File: config.mk
export PLATFORM = sky130hd
export DESIGN_NAME = switch_debounce
export DESIGN_NICKNAME = d
export VERILOG_FILES = /design/src/rtl/switch_debounce_pkg.sv /design/src/rtl/db_bit_filter.sv /design/src/rtl/switch_debounce.sv
export SDC_FILE = /design/constraint.sdc
export NUM_CORES = 1
export LEC_CHECK = 0
export ABC_AREA = 1
export ABC_CLOCK_PERIOD_IN_PS = 2600
export BUFFER_PORTS_ARGS = -buffer_cell sky130_fd_sc_hd__buf_2
export CORE_UTILIZATION = 55
export CTS_CLUSTER_SIZE = 16
export DETAILED_ROUTE_END_ITERATION = 7
export PLACE_DENSITY = 0.74
export SLEW_MARGIN = 40
export SYNTH_ARGS = -nofsm -noshare
export SYNTH_HDL_FRONTEND = slang
export SYNTH_HIERARCHICAL = 1
export SYNTH_SLANG_ARGS = --single-unit
File: constraint.sdc
create_clock -name iClk -period 2.6 [get_ports iClk]
set_clock_uncertainty 0.2 [all_clocks]
set_input_delay 0.13 -clock iClk [delete_from_list [all_inputs] [get_ports iClk]]
set_output_delay 0.13 -clock iClk [all_outputs]
set_load 0.02 [all_outputs]
File: src/rtl/switch_debounce_pkg.sv
// Shared constants and filter state encoding for the switch input conditioner.
package switch_debounce_pkg;

  localparam int unsigned SW_WIDTH     = 8;
  localparam int unsigned SW_DB_CYCLES = 16;
  localparam int unsigned SW_CNT_W     = 5;

  typedef enum logic {
    STABLE  = 1'b0,
    PENDING = 1'b1
  } db_state_e;

endpackage

File: src/rtl/db_bit_filter.sv
// One switch bit: two-flop synchronizer, debounce counter and STABLE/PENDING filter.
module db_bit_filter
  import switch_debounce_pkg::*;
#(
  parameter int unsigned DB_CYCLES = SW_DB_CYCLES,
  parameter int unsigned CNT_W     = SW_CNT_W,
  parameter logic        RST_VAL   = 1'b0
) (
  input  logic iClk,
  input  logic iRst_n,
  input  logic iRaw,
  output logic oDb,
  output logic oAccept
);

  localparam logic [CNT_W-1:0] CntMax = CNT_W'(DB_CYCLES - 1);

  logic             s1_q, s2_q;
  logic             db_q, db_d;
  logic [CNT_W-1:0] cnt_q, cnt_d;
  db_state_e        state_q, state_d;
  logic             mismatch;
  logic             accept;

  assign mismatch = (s2_q != db_q);

  always_comb begin
    state_d = state_q;
    cnt_d   = cnt_q;
    db_d    = db_q;
    accept  = 1'b0;
    unique case (state_q)
      STABLE: begin
        if (mismatch) begin
          if (DB_CYCLES == 1) begin
            accept = 1'b1;
          end else begin
            cnt_d   = CNT_W'(1);
            state_d = PENDING;
          end
        end
      end
      PENDING: begin
        if (!mismatch) begin
          // Glitch: drop it and restart the full count on the next mismatch.
          cnt_d   = '0;
          state_d = STABLE;
        end else if (cnt_q == CntMax) begin
          accept = 1'b1;
        end else begin
          cnt_d = cnt_q + CNT_W'(1);
        end
      end
      default: begin
        cnt_d   = '0;
        state_d = STABLE;
      end
    endcase
    if (accept) begin
      db_d    = s2_q;
      cnt_d   = '0;
      state_d = STABLE;
    end
  end

  always_ff @(posedge iClk) begin
    if (!iRst_n) begin
      s1_q    <= RST_VAL;
      s2_q    <= RST_VAL;
      db_q    <= RST_VAL;
      cnt_q   <= '0;
      state_q <= STABLE;
    end else begin
      s1_q    <= iRaw;
      s2_q    <= s1_q;
      db_q    <= db_d;
      cnt_q   <= cnt_d;
      state_q <= state_d;
    end
  end

  assign oDb = db_q;
  // Combinational: high in the cycle whose closing edge updates oDb.
  assign oAccept = accept;

endmodule

File: src/rtl/switch_debounce.sv
// Debounced switch word for the CPU with sticky per-bit change flags and a summary IRQ.
module switch_debounce
  import switch_debounce_pkg::*;
#(
  parameter int unsigned      WIDTH     = SW_WIDTH,
  parameter int unsigned      DB_CYCLES = SW_DB_CYCLES,
  parameter int unsigned      CNT_W     = SW_CNT_W,
  parameter logic [WIDTH-1:0] RST_VAL   = '0
) (
  input  logic             iClk,
  input  logic             iRst_n,
  input  logic [WIDTH-1:0] iSwitchRaw,
  input  logic             iClr,
  output logic [WIDTH-1:0] oSwitch,
  output logic [WIDTH-1:0] oChanged,
  output logic             oIrq
);

  logic [WIDTH-1:0] accept;
  logic [WIDTH-1:0] changed_q, changed_d;
  logic             irq_q;

  for (genvar i = 0; i < WIDTH; i++) begin : g_bit
    db_bit_filter #(
      .DB_CYCLES(DB_CYCLES),
      .CNT_W    (CNT_W),
      .RST_VAL  (RST_VAL[i])
    ) u_filter (
      .iClk   (iClk),
      .iRst_n (iRst_n),
      .iRaw   (iSwitchRaw[i]),
      .oDb    (oSwitch[i]),
      .oAccept(accept[i])
    );
  end

  // Accepts win over a simultaneous clear so no event is lost.
  always_comb begin
    changed_d = iClr ? '0 : changed_q;
    changed_d = changed_d | accept;
  end

  always_ff @(posedge iClk) begin
    if (!iRst_n) begin
      changed_q <= '0;
      irq_q     <= 1'b0;
    end else begin
      changed_q <= changed_d;
      irq_q     <= |changed_d;
    end
  end

  assign oChanged = changed_q;
  assign oIrq     = irq_q;

endmodule

==> results.json <==
{
  "status": "complete, no violations",
  "post_drt_via_cell_ratio": 4.87,
  "setup_ws_ns": 0.698,
  "synth_area_leader_cell": "dfxtp_1",
  "initial_core_util_pct": 57.3,
  "syn_area_mm2": 0.00391,
  "htreeDepth": 3,
  "critical_path_buf_inv_count": 2,
  "postLayoutCoreUtil_pct": 65.5,
  "syn-num-nets": 566,
  "min_path_type": "input pin to register",
  "tritoncts": "done",
  "tightestPinTransition_ns": 0.553,
  "synth_cell_types": 15,
  "clockBufferDepth": 2,
  "slew_violations": 0,
  "die_h_um": 86.3,
  "setup_violations": 0,
  "achievable-frequency_mhz": 526,
  "cp.required_ns": 2.67,
  "cts_root_buffer": "clkbuf_8",
  "antennaDiodeCount": 0,
  "cts_made_buffers": 9,
  "fin_cells": 687,
  "rows": 30,
  "wl_um": 7120,
  "syn_to_final_growth_pct": 14.4,
  "vias": 3346,
  "dieArea_mm2": 0.00745,
  "netlist_top_cells_area": "dfxtp_1 (41%), nand2_1 (14%), inv_1 (9.2%), a21oi_1 (6.1%), ha_1 (5.1%)",
  "pre_cts_ws_ns": 0.744,
  "finalPower_mw": 2.37,
  "nets": 614,
  "finalHoldViolCount": 0,
  "synth_warnings": 6,
  "grt_max_degree": 31,
  "clk_pin_slew_ns": 0.08,
  "irDropWorstVdd_v": 0.000292,
  "ys_ff_latch": 81,
  "final.min_clock_period_ns": 1.90,
  "crit_type": "register to register",
  "seq_area_frac_synth_pct": 41.5,
  "ff2ff_setup_slack_ns": 0.70,
  "path_max_fanout": 5,
  "worstPathArrival_ns": 1.97,
  "post_synth.cell_area_avg_um2": 7.26,
  "gp_congestion": 0.833,
  "post_drt_wl_per_cell_um": 10.4,
  "end_kind": "register",
  "grt_pass1_wl_um": 12400,
  "antenna_found_initial": 0,
  "drt_iter0_drc": 129,
  "io_buffer_count": 27,
  "post-place-cells": 663,
  "ant_nets": 0,
  "worst_path_max_delay_cell": "dfxtp_1",
  "finalCritPeriodShare_pct": 73.1,
  "drc": 0,
  "path_cells": "ha_1, nand2_1, nor2_1, ha_1, nand4_4, inv_1, inv_1, nand2_1, nor2_1, nand2_1, nor2_1, nor2_1",
  "dp_hpwl_um": 5200,
  "syn_inst": 539,
  "grt-ovfl-total": 0,
  "p_leak_nw": 2.12,
  "p_per_area_mw_per_mm2": 530,
  "post_cts_buffers": 0,
  "synth_top_area_share_pct": 41.5,
  "crit_family": "simple AND/OR/NAND/NOR gates",
  "timing.critical_path.mode_cell": "nor2_1",
  "clk_latency_ns": 0.34,
  "io_pins": 28,
  "grt_pass1_vias": 3057,
  "cap_viol_max_count": 0,
  "die_w_um": 86.3,
  "track_usage_pct": 20.8,
  "rsz0062_at_grt": "no",
  "cp_slowest_stage_delay_ns": 0.40,
  "dr.pass1.iters": 4,
  "core_mm2": 0.00683,
  "drive_gt1_share_pct": 13.9,
  "fillers": 605,
  "startpoint_type": "register",
  "clock-sinks": 81,
  "setup_tns_ns": 0,
  "slew_headroom_pct": 63.2
}
[cell type report]
class	count	area, um^2	area share, %
clock inverter	3	65.1	1.45
tap	96	120	2.68
multi-input combinational	360	1920	43.0
sequential	81	1620	36.2
inverter	98	368	8.22
clock buffer	12	145	3.24
timing repair buffer	37	233	5.20
[repair_timing]
item	CTS	global route
endpoints found under the hold margin	16	0
hold buffers	9	0
gates resized for setup	0	0
[placed cells by master, fill, tap and decap left out, drive strengths merged, types with 12 or more instances in the layout]
cell type,n
clkbuf,12
inv,97
ha,16
o21ai,16
nand4,24
dfxtp,81
nand2,170
nand3,40
a21oi,48
nor2,38
buf,28
[logic make-up after synthesis]
logic type | Yosys count | synth area share [%]
and+or+nand+nor | 272 | 34.0
buffers and inverters | 98 | 9.40
DFF | 81 | 41.5
AOI/OAI and AO/OA | 64 | 8.19
adders and majority gates | 16 | 5.12
xor gates and xnor gates | 8 | 1.79
[synthesized netlist by cell type (all sizes together)]
cell / number
o21ai: 16
a21oi: 48
dfxtp: 81
xor2: 8
nand2: 170
inv: 97
nand3: 40
nand4: 24
clkinv: 1
nor2: 38
ha: 16
[per-layer routing]
layer | global-route usage (%) | vias to the layer above | wire (um)
li1 | - | 1795 | -
met1 | 24.8 | 1494 | 3390
met2 | 36.1 | 50 | 3400
met3 | 3.24 | 7 | 221
met4 | 10.8 | 0 | 102
met5 | 0 | - | 0
[worst paths after layout]
| check | from | to | depth (start not counted) |
|---|---|---|---|
| setup reg to reg | g_bit[1].u_filter/cnt_q[0] | oIrq | 12 |
| setup / recovery | g_bit[1].u_filter/cnt_q[0] | oIrq | 12 |
| hold / removal | iRst_n | g_bit[5].u_filter/s2_q | 3 |
| hold reg to reg | g_bit[6].u_filter/s1_q | g_bit[6].u_filter/s2_q | 2 |
[per-stage QoR]
stage | hold slack, ns | cell area (um^2)
3_3_place_gp | 0.112 | 4170
5_1_grt | 0.0772 | 4470
4_1_cts | 0.0493 | 4470
6_report | 0.0673 | 4470
3_5_place_dp | 0.117 | 4170
2_1_floorplan | 0.0235 | 3910
[report_power, final]
group,leakage (nW),internal (mW),total (mW),switching [mW]
clock,0.106,0.562,0.976,0.415
sequential,0.657,1.26,1.28,0.0181
combinational,1.35,0.0424,0.115,0.0730
total,2.12,1.86,2.37,0.506
[state kept, by name, indices dropped and copies added (netlist names)]
| register | cells |
|---|---|
| g_bit.u_filter/cnt_q | 40 |
| g_bit.u_filter/oDb | 8 |
| g_bit.u_filter/s1_q | 8 |
| g_bit.u_filter/s2_q | 8 |
| g_bit.u_filter/state_q | 8 |
| oChanged | 8 |
| oIrq | 1 |
[worst min-delay path, stage by stage]
cell	delay, ns
buf_2	0.28
nand2_1	0.12
inv_1	0.03
No activity file was read; power rests on OpenSTA's default activity.
